===== src/rtl/instr_fetch_unit.sv =====
// instr_fetch_unit: issues in-order program reads and buffers returned instructions in a 2-entry FIFO.
module instr_fetch_unit #(
    parameter int ADDR_W  = 5,
    parameter int INSTR_W = 8
) (
    input  logic               clk,
    input  logic               rstn,
    input  logic [ADDR_W-1:0]  pc_val,
    output logic               pc_inc,
    output logic               mem_req,
    output logic [ADDR_W-1:0]  mem_addr,
    input  logic               mem_gnt,
    input  logic               mem_rvalid,
    input  logic [INSTR_W-1:0] mem_rdata,
    output logic               instr_valid,
    output logic [INSTR_W-1:0] instr,
    input  logic               instr_ready,
    input  logic               flush
);
    typedef enum logic {RUN, DRAIN} state_t;
    state_t             state;
    logic [INSTR_W-1:0] buf_q [2];
    logic               rd_ptr, wr_ptr, rv, push, pop;
    logic [1:0]         count, outstanding, drop_cnt, net;
    always_comb begin
        mem_req     = rstn && state == RUN && (3'(count) + 3'(outstanding) < 3'd2) && !flush;
        mem_addr    = pc_val;
        pc_inc      = mem_req && mem_gnt;
        instr_valid = count != 2'd0;
        instr       = instr_valid ? buf_q[rd_ptr] : '0;
        // responses arriving with nothing in flight are stale and ignored
        rv          = mem_rvalid && outstanding != 2'd0;
        net         = outstanding - 2'(rv);
        pop         = instr_valid && instr_ready;
        push        = rv && state == RUN && !flush;
    end
    always_ff @(posedge clk or negedge rstn) begin
        if (!rstn) begin
            state       <= RUN;
            count       <= '0;
            outstanding <= '0;
            drop_cnt    <= '0;
            rd_ptr      <= 1'b0;
            wr_ptr      <= 1'b0;
            buf_q[0]    <= '0;
            buf_q[1]    <= '0;
        end else begin
            outstanding <= outstanding + 2'(pc_inc) - 2'(rv);
            if (push)
                buf_q[wr_ptr] <= mem_rdata;
            if (state == DRAIN) begin
                if (rv)
                    drop_cnt <= drop_cnt - 2'd1;
                if (rv && drop_cnt == 2'd1)
                    state <= RUN;
            end else if (flush) begin
                count    <= '0;
                rd_ptr   <= 1'b0;
                wr_ptr   <= 1'b0;
                drop_cnt <= net;
                if (net != 2'd0)
                    state <= DRAIN;
            end else begin
                count <= count + 2'(push) - 2'(pop);
                if (push)
                    wr_ptr <= ~wr_ptr;
                if (pop)
                    rd_ptr <= ~rd_ptr;
            end
        end
    end
endmodule


===== config.mk =====
export PLATFORM = sky130hd
export DESIGN_NAME = instr_fetch_unit
export DESIGN_NICKNAME = d
export VERILOG_FILES = /design/src/rtl/instr_fetch_unit.sv
export SDC_FILE = /design/constraint.sdc
export NUM_CORES = 1
export LEC_CHECK = 0
export BUFFER_PORTS_ARGS = -buffer_cell sky130_fd_sc_hd__buf_2
export CAP_MARGIN = 20
export CORE_MARGIN = 2
export CORE_UTILIZATION = 58
export CTS_BUF_LIST = sky130_fd_sc_hd__clkbuf_2
export DETAILED_ROUTE_END_ITERATION = 10
export PLACE_DENSITY = 0.86
export SYNTH_ARGS = -nofsm -noshare
export SYNTH_HDL_FRONTEND = slang
export SYNTH_SLANG_ARGS = --single-unit

===== constraint.sdc =====
create_clock -name clk -period 3.1 [get_ports clk]
set_input_delay 0.31 -clock clk [delete_from_list [all_inputs] [get_ports clk]]
set_output_delay 0.31 -clock clk [all_outputs]
set_load 0.005 [all_outputs]

# ---- Word-level counts from Yosys, hierarchy flattened
# Index checks and enable logic that the tools add are counted.
dict set report word_totals {
  input_bits 19
  word_cells 65
  register_bits 25
  output_inout_bits 16
}
dict set report op_classes {
  add_sub_neg 7
  muxes 19
  order_cmp 4
  n_reduce_logical 20
  bitwise 5
  eq_ne 2
}
# operator n
set op_table {}
lappend op_table {{$mux W8} 5}
lappend op_table {{$bwmux W16} 1}
lappend op_table {{$reduce_bool A2 Y1} 6}
lappend op_table {{$logic_and A1 B1 Y1} 10}
lappend op_table {{$demux W8 S1} 1}
lappend op_table {{$mux W1} 8}
lappend op_table {{$mux W2} 4}
lappend op_table {{$reduce_and A2 Y1} 3}
lappend op_table {{$sub A2 B1 Y2} 3}
lappend op_table {{$add A2 B1 Y2} 2}
lappend op_table {{$ge A2 B2 Y1 const B} 2}
lappend op_table {{$not A1 Y2} 2}
lappend op_table {{$add A2 B2 Y3} 1}
lappend op_table {{$lt A3 B2 Y1 const B} 1}
lappend op_table {{$not A1 Y1} 3}
lappend op_table {{$eq A2 B1 Y1 const B} 1}
lappend op_table {{$lt A2 B1 Y1 const B} 1}
lappend op_table {{$ne A2 B1 Y1 const B} 1}
lappend op_table {{$sub A2 B1 Y2 const B} 1}
lappend op_table {{$logic_not A1 Y1} 1}

# ---- Longest topological paths before layout
# Gate-level depths: netlist of the first run.
dict set report logic_depth {
  word_depth 7
  ltp_mapped 8
}

# ---- Worst setup path after synthesis of the first run
# Ideal clock, no wire load.
dict set report synth_path {
  path_type {register to register}
  from {reg count[0]}
  to {reg outstanding[0]}
  setup_slack_ns 1.202
  path_buffers 0
  synth_period_minus_slack_ns 1.898
  t_arrival_ns 1.772
  path_stages_with_launch 7
  setup_ns 0.126
  cell_sequence {dfrtp_1 > inv_1 > nor2_1 > fa_1 > nor4b_1 > and2_1 > ha_1}
}
dict set report synth_between {
  elab_chain_len 7
}
# element line_no
set synth_lines {}
lappend synth_lines {{from (decl)} 24} ;# logic [1:0] count, outstanding, drop_cnt, net;
lappend synth_lines {{from (signal assigned)} 64} ;# count <= count + 2'(push) - 2'(pop);
lappend synth_lines {{$add A2 B2 Y3} 26} ;# mem_req = rstn && state == RUN && (3'(count) + 3'(outstanding) < 3'd2) && !flush;
lappend synth_lines {{$lt A3 B2 Y1} 26}
lappend synth_lines {{$logic_and A1 B1 Y1 (2 in series)} 26}
lappend synth_lines {{named net mem_req} 10} ;# output logic mem_req,
lappend synth_lines {{$logic_and A1 B1 Y1} 28} ;# pc_inc = mem_req && mem_gnt;
lappend synth_lines {{named net pc_inc} 9} ;# output logic pc_inc,
lappend synth_lines {{$add A2 B1 Y2} 48} ;# outstanding <= outstanding + 2'(pc_inc) - 2'(rv);
lappend synth_lines {{$sub A2 B1 Y2} 48}
lappend synth_lines {{to (signal assigned)} 48}
lappend synth_lines {{to (decl)} 24}
# The timed path passes the listed nets, and every way through them passes these cells.
# A chain may end at the register's enable or synchronous reset.

# ---- Final worst setup path of the first run
dict set report layout_path {
  from {reg count[0]}
  to {out pc_inc}
}
dict set report layout_between {
  elab_chain_len 5
}
# element line_no
set layout_lines {}
lappend layout_lines {{$add A2 B2 Y3} 26}
lappend layout_lines {{$lt A3 B2 Y1} 26}
lappend layout_lines {{$logic_and A1 B1 Y1 (2 in series)} 26}
lappend layout_lines {{$logic_and A1 B1 Y1} 28}
lappend layout_lines {{to (decl)} 9}
# Every way passes these cells.

==> results.cfg, run 1 <==
[final_layout]
syn_to_final_growth_pct = 9.31
final_cell_mix = dfrtp_1, buf_2, nor2_1
drive_gt1_frac = 0.348
insertedDiodeCount = 0
final_core_util = 0.671
fillCellCount = 165
nNetsFinal = 165
final_common_cell = dfrtp_1

[logic_synthesis]
ys.flop_type = dfrtp_1
ys_ff_latch = 25
synthArstFlopShare = 1.00
ys_warn_count = 0
syn_avg_cell_area_sq_um = 11.7
syn-instance-count = 117
seq_area_frac_synth = 0.456
synthesis.nets = 143
ys_types = 26
synth_edf_count = 0
synth_area_sq_mm = 0.00137

[floorplanning]
initial_core_util = 0.614
dieArea_sq_mm = 0.00277
ios = 35
dieHeight_microns = 52.6
rows = 17
die-width_microns = 52.6
design.core.area_sq_mm = 0.00223

[worst_setup_path]
critical_path_class = flip-flop to primary output
critPathMaxFanout = 4
cp-end-kind = primary output
slowest_stage = dfrtp_1
required_ns = 2.79
worstPathCellList = inv_1 -> nor2_1 -> fa_1 -> nor4b_1 -> and2_1 -> buf_2
start_kind = flip-flop
worstPathArrival_ns = 2.22
cpPeakStageDelay_ns = 0.45

[timing]
min_period_ns = 2.53
setup_tns_ns = 0
hold_ws_ns = 0.155
max_freq_mhz = 395
setup_violations = 0
worst_slack_ns = 0.571
fin_skew_ns = 0.00310
maxSlewViolCount = 0
final.period_utilization = 0.816
rsz0062_at_grt = false
hold_violations = 0
slew_headroom = 0.578
worst_pin_slew_ns = 0.630

[global_route]
antenna_found_initial = 0
grtUsageTotal = 0.218
grt_pass1_wl_mm = 4.22
grt_pass1_vias = 936
grt_overflow = 0
grt_max_degree = 27

[detailed_routing]
ant_nets = 0
vias_per_cell = 5.48
drt_wl_total_mm = 2.57
vias = 909
drc = 0
drtPass1Iterations = 4
drt-initial-drc-count = 15
wire_per_inst_microns = 15.5

[clock_tree]
cts-root-buf = clkbuf_2
clk_latency_ns = 0.37
cts_tree = done
cts_sinks = 25
cts_setup_buffers = 0
clockBufferDepth = 2
h-tree-depth = 1
clkTransAtPathRegs_ns = 0.24
cts_buffers = 3

[power_and_ir_drop]
power_uw = 1410
p_leak_uw = 0.000788
vdd_drop_max_v = 0.000529
powerDensity_mw_per_mm2 = 944

[job]
drv_cap = 0

[place]
portBuffers = 24
dp_hpwl_mm = 1.88
place_ws_ns = 1.05
place.gp.congestion = 0.852

[run_status]
status = finished, final reports clean

[hold_path]
hp-class = primary input to flip-flop
-- through the flow --
step	cell area, sq um	std cells
finish	1500	166
global route	1500	166
CTS	1500	166
detailed placement	1470	161
global placement	1470	161
floorplan	1370	117
-- flip-flops by register name, indices dropped and copies added, names as in the netlist --
register	count
buf_q	16
count	2
drop_cnt	2
outstanding	2
rd_ptr	1
state	1
wr_ptr	1
-- worst max-delay path: cells and delay by family, from the launching register on --
family,cells,cell delay (ns)
buf+inv,2,0.21
simple gates,3,0.76
flops,1,0.45
fa+ha+maj,1,0.43
-- logic make-up after synthesis --
group                    count (synthesis)  synth area share
AND/OR/NAND/NOR                         30             0.110
multiplexers                            25             0.219
buffers and inverters                   17            0.0712
AO/OA/AOI/OAI                            9            0.0484
XOR/XNOR                                 4            0.0255
flip-flops                              25             0.456
adder cells (fa/ha/maj)                  7            0.0693
-- synth_stat cells, drive strengths merged (2+ instances only) --
cell    count  area share
dfrtp      25        0.46
mux2       16        0.15
nor2       13       0.036
mux2i       9       0.066
inv         8       0.022
buf         7       0.044
ha          6       0.055
nand3       6       0.026
nand2       4       0.011
xnor2       4       0.026
nand3b      3       0.016
o21ai       3       0.011
clkbuf      2      0.0055
o311ai      2       0.013
-- where the power goes --
group / total, uW / internal [uW] / switching [uW]
logic: 642 / 356 / 287
clock network: 136 / 29.9 / 106
registers: 636 / 485 / 152
total: 1410 / 870 / 544
-- final cells by class --
cell class	instances	area, sq um	area share
clock buffer	3	15.0	0.0100
clock inverter	1	7.51	0.00501
inverter	8	30.0	0.0200
multi-input combinational	75	648	0.432
sequential	25	626	0.417
tap	28	35.0	0.0234
timing repair buffer	26	138	0.0918
-- per-layer routing --
metal	part of all wire	up-vias	wire length [microns]	track usage
li1	-	437	-	-
met1	0.44	444	1130	0.279
met2	0.51	23	1300	0.352
met3	0.037	5	94	0.0286
met4	0.018	0	46	0.124
met5	0	-	0	0
-- repair_timing --
| action | CTS | global route |
|---|---|---|
| endpoints found under the hold margin | 25 | 0 |
| hold buffers | 1 | 0 |
| resized for setup | 0 | 0 |
-- path summary, 6_finish.rpt --
check	startpoint	to	slack, ns	cells past startpoint
max	count[0]	pc_inc	0.57	6
min	mem_rdata[1]	buf_q[9]	0.16	2
max reg2reg	count[0]	outstanding[1]	1.02	7
min reg2reg	buf_q[3]	buf_q[3]	0.54	1
max in group asynchronous	rstn	buf_q[10]	2.32	2
min in group asynchronous	rstn	state	0.41	2
(Power assumes the default switching activity.)
==> inputs of run 2 (changes only) <==
ABC_AREA = 1   (was default)
CORE_UTILIZATION = 50   (was 58)
PLACE_DENSITY = 0.78   (was 0.86)
clock period = 2.25 ns   (was 3.1 ns; I/O delays follow)
==> results.cfg, run 2 <==
[detailed_routing]
drt_wl_total_mm = 2.92
drt-initial-drc-count = 53
vias = 1263
drc = 2
vias_per_cell = 5.16
drtPass1Iterations = 7
wire_per_inst_microns = 11.9
ant_nets = 0

[logic_synthesis]
synth.largest_area_cell = dfrtp_1
synthArstFlopShare = 1.00
ys_top_cells_by_area = dfrtp_1, nand2_1, nand4_1
yosysMostFrequentCell = nand2_1
yosys-top-cells-count = nand2_1, dfrtp_1, inv_1
ys_ff_latch = 25
synthesis.nets = 218
ys.flop_type = dfrtp_1
ys_types = 21
yosys.area.top_type_share = 0.419
syn-instance-count = 192
ys_warn_count = 0
synth_edf_count = 0
syn_avg_cell_area_sq_um = 7.77
synth_area_sq_mm = 0.00149
seq_area_frac_synth = 0.419

[timing]
final.period_utilization = 0.915
setup_tns_ns = 0
setup_violations = 0
slew_headroom = 0.750
fin_skew_ns = 0.0231
hold_violations = 0
max_freq_mhz = 486
rsz0062_at_grt = false
maxSlewViolCount = 0
min_period_ns = 2.06
worst_slack_ns = 0.192
worst_pin_slew_ns = 0.375

[global_route]
grt_overflow = 0
grtUsageTotal = 0.192
grt_pass1_wl_mm = 5.04
grt_max_degree = 26
antenna_found_initial = 0
grt_pass1_vias = 1205

[run_status]
status = complete, but fails checks
violations = design-rule violations

[power_and_ir_drop]
p_leak_uw = 0.000918
powerDensity_mw_per_mm2 = 1200
vdd_drop_max_v = 0.000501

[final_layout]
largest_reg_flops = 16
seq_area_sq_um = 626
final_cell_mix = nand2_1, dfrtp_1, buf_2
final_common_cell = nand2_1
nNetsFinal = 241
syn_to_final_growth_pct = 7.96
regMostFlops = buf_q
multiInputGateArea_sq_um = 681
drive_gt1_frac = 0.182
insertedDiodeCount = 0
fillCellCount = 274
fin_area_sq_mm = 0.00161
instances_no_fill = 245

[worst_setup_path]
slowest_stage = dfrtp_1
cpPeakStageDelay_ns = 0.45
start_kind = flip-flop
critical_path_class = flip-flop to primary output
path_buf_inv = 2
cp-end-kind = primary output
cpMostUsedCell = nand2_1
worstPathCellList = nand2_1 -> inv_1 -> fa_1 -> nor3_2 -> nand2_1 -> nor2_2 -> buf_2
critPathMaxFanout = 2
worstPathArrival_ns = 1.83
critPathTopFamily = flip-flops
required_ns = 2.03

[floorplanning]
ios = 35
initial_core_util = 0.532
die-width_microns = 58.6
dieHeight_microns = 58.6
rows = 19
dieArea_sq_mm = 0.00344
design.core.area_sq_mm = 0.00281

[clock_tree]
cts_tree = done
clk_latency_ns = 0.35
cts_buffers = 3
cts_sinks = 25
h-tree-depth = 1
clockBufferDepth = 2
clkTransAtPathRegs_ns = 0.25
cts-root-buf = clkbuf_2

[hold_path]
hp-class = primary input to flip-flop

[place]
place.gp.congestion = 0.810
place_ws_ns = 0.453
dp_hpwl_mm = 2.18
placed_cells = 238
dpl_cell_area_sq_mm = 0.00156
portBuffers = 24

[job]
drv_cap = 0
[run 2: cell count changes in the layout (fill, tap and decap cells not counted), sizes merged, moves of 3 or more]
| cell | delta |
|---|---|
| nand2 | +74 |
| nand4 | +17 |
| mux2 | -16 |
| inv | +10 |
| mux2i | -9 |
| a21oi | +8 |
| nor2 | -6 |
| buf | +4 |
| clkinv | +4 |
| nand3 | +4 |
| nand3b | -3 |
| xnor2 | -3 |
[run 2: power by group]
group | leakage [uW] | switching, uW | internal (uW)
sequential | 0.000317 | 189 | 656
clock | 0.0000164 | 134 | 40.3
combinational | 0.000585 | 558 | 354
total | 0.000918 | 882 | 1050
[run 2: layout make-up]
class                           count  area share
Timing Repair Buffer               30       0.104
Clock inverter                      1     0.00311
Multi-Input combinational cell    134       0.422
Inverter                           21      0.0489
Clock buffer                        3     0.00932
Tap cell                           31      0.0241
Sequential cell                    25       0.388
[run 2: worst min-delay path: stages]
cell and delay [ns]:
buf_2 0.11, nand4_1 0.08, nand2_1 0.05
[run 2: logic make-up (layout without fill, tap and decap cells)]
kind of cell,Yosys count,after routing,share of synthesized area
adders and majority gates,7,7,0.0637
DFF,25,25,0.419
xor gates and xnor gates,1,1,0.00587
and+or+nand+nor,115,115,0.345
buffers and inverters,33,55,0.130
AOI/OAI and AO/OA,11,11,0.0369
[run 2: worst paths after layout]
path                                      from  depth (start not counted)  endpoint  slack (ns)
worst min register to register        buf_q[9]                          2  buf_q[9]        0.50
min in group asynchronous                 rstn                          3  count[1]        0.35
max in group asynchronous                 rstn                          3  buf_q[1]        1.64
worst max register to register        count[1]                          9  count[0]        0.45
worst max-delay path            outstanding[0]                          7    pc_inc        0.19
worst min-delay path              mem_rdata[2]                          3  buf_q[2]        0.10
[run 2: timing repair]
item                       in CTS  in global routing
hold buffers                    1                  0
hold endpoints to repair       25                  0
gates resized for setup         0                  2
setup endpoints to repair       0                  1
setup buffers                   0                  2
[run 2: per-stage QoR]
step	total power (uW)	util	hold WS, ns
2_1_floorplan	1550	-	-0.0706
3_3_place_gp	1730	0.556	0.250
3_5_place_dp	1760	0.556	0.245
4_1_cts	1930	0.566	0.0936
5_1_grt	2160	0.574	0.0549
6_report	1930	0.574	0.102
[run 2: routing by layer]
layer / GRT usage / wire length (microns) / vias up
met5: 0 / 0 / -
met4: 0.0390 / 17 / 0
met3: 0.0440 / 167 / 2
met2: 0.334 / 1490 / 28
met1: 0.246 / 1250 / 575
li1: - / - / 658
==> inputs of run 3 (changes only) <==
BUFFER_PORTS_ARGS = default   (was -buffer_cell sky130_fd_sc_hd__buf_2)
CELL_PAD_IN_SITES_DETAIL_PLACEMENT = 0   (was default)
CELL_PAD_IN_SITES_GLOBAL_PLACEMENT = 1   (was default)
CORE_UTILIZATION = 42   (was 50)
DONT_BUFFER_PORTS = 1   (was default)
PLACE_DENSITY = 0.76   (was 0.78)
==> results.cfg, run 3 (synthesis gave the netlist of run 2 again) <==
[detailed_routing]
drc = 0
drt-initial-drc-count = 76
ant_nets = 0
vias = 1260
drtPass1Iterations = 4
wire_per_inst_microns = 13.8
vias_per_cell = 5.14
drt_wl_total_mm = 3.39

[place]
dp_hpwl_mm = 2.37
portBuffers = 0
place.gp.congestion = 0.774
place_ws_ns = 0.434
placed_cells = 229

[worst_setup_path]
rr_worst_depth = 8
start_kind = flip-flop
slowest_stage = dfrtp_1
worstPathArrival_ns = 1.77
required_ns = 2.03
reg2reg_to = outstanding[1]
reg2reg_slack_ns = 0.46
critPathTopFamily = simple AND/OR/NAND/NOR gates
cpPeakStageDelay_ns = 0.45
path_buf_inv = 1
cp-end-kind = primary output
critical_path_class = flip-flop to primary output
regToRegStartpoint = outstanding[0]
cpMostUsedCell = nand2_1
worstPathCellList = nand2_1 -> inv_1 -> fa_1 -> nor3_1 -> nand2_1 -> nor2_2
critPathMaxFanout = 3

[timing]
fin_skew_ns = 0.0233
setup_violations = 0
rsz0062_at_grt = false
final.period_utilization = 0.889
min_period_ns = 2.00
worst_pin_slew_ns = 0.404
hold_violations = 0
setup_tns_ns = 0
slew_headroom = 0.731
worst_slack_ns = 0.250
max_freq_mhz = 500
maxSlewViolCount = 0

[final_layout]
final_common_cell = nand2_1
syn_to_final_growth_pct = 8.05
largest_reg_flops = 16
drive_gt1_frac = 0.0653
insertedDiodeCount = 0
regMostFlops = buf_q
final_cell_mix = nand2_1, dfrtp_1, inv_1
nNetsFinal = 226
instances_no_fill = 245
fillCellCount = 373

[clock_tree]
clkTransAtPathRegs_ns = 0.27
cts_sinks = 25
cts_setup_buffers = 0
cts_buffers = 3
clk_latency_ns = 0.37
clockBufferDepth = 2
cts_tree = done
cts-root-buf = clkbuf_2
h-tree-depth = 1

[floorplanning]
design.core.area_sq_mm = 0.00336
dieHeight_microns = 63.6
dieArea_sq_mm = 0.00405
ios = 35
rows = 21
die-width_microns = 63.6
initial_core_util = 0.444

[job]
drv_cap = 0

[hold_path]
holdPathStages = 3
min_to = buf_q[9]
hp-class = primary input to flip-flop
worstHoldStart = flush

[global_route]
grt_max_degree = 26
grt_pass1_vias = 1235
grtUsageTotal = 0.187
grt_overflow = 0
grt_pass1_wl_mm = 5.98
antenna_found_initial = 0

[power_and_ir_drop]
powerDensity_mw_per_mm2 = 1190
vdd_drop_max_v = 0.000537
p_leak_uw = 0.000843

[run_status]
status = finished, final reports clean
## run 3: what timing repair did
action | CTS | global route
hold endpoints to repair | 43 | 0
endpoints found under the setup margin | 0 | 1
hold buffers | 12 | 0
resized for setup | 0 | 1
## run 3: area by class of cell
type,count,area [sq um],share of cell area
Clock buffer,3,15.0,0.00931
Timing Repair Buffer,15,153,0.0946
Multi-Input combinational cell,134,676,0.419
Clock inverter,1,7.51,0.00465
Tap cell,46,57.6,0.0357
Sequential cell,25,626,0.388
Inverter,21,78.8,0.0489
## run 3: how the worst max path moves through the flow
stage	end	start	depth (start not counted)	slack, ns
after CTS	pc_inc	outstanding[0]	6	0.17
after floorplan	outstanding[0]	outstanding[0]	7	0.60
after global placement	outstanding[0]	outstanding[0]	7	0.52
final	pc_inc	outstanding[0]	6	0.25
after global routing	pc_inc	outstanding[0]	6	0.02
after detailed placement	outstanding[1]	outstanding[0]	8	0.43
## run 3: power by group
part	leakage [uW]	switching (uW)	internal [uW]	total [uW]
combinational	0.000513	562	321	883
sequential	0.000317	195	656	851
clock	0.0000126	146	41.2	187
total	0.000843	903	1020	1920
## run 3: routing by layer
layer / global-route usage / share of wire / up-vias
met5: 0 / 0 / -
met4: 0.0435 / 0.012 / 0
met3: 0.0589 / 0.065 / 8
met2: 0.318 / 0.49 / 41
met1: 0.231 / 0.43 / 583
li1: - / - / 628
## run 3: metrics by stage
stage                util  power [uW]  hold slack, ns  cell area [sq um]
floorplan               -        1550         -0.0706               1490
global placement    0.433        1680         -0.0699               1460
detailed placement  0.433        1720         -0.0698               1460
CTS                 0.479        1950          0.0172               1610
global route        0.480        2150         0.00720               1610
finish              0.480        1920          0.0320               1610
## run 3: worst min-delay path: stages
cell and delay (ns):
nor2_4 0.05, nand4_1 0.09, nand2_1 0.05
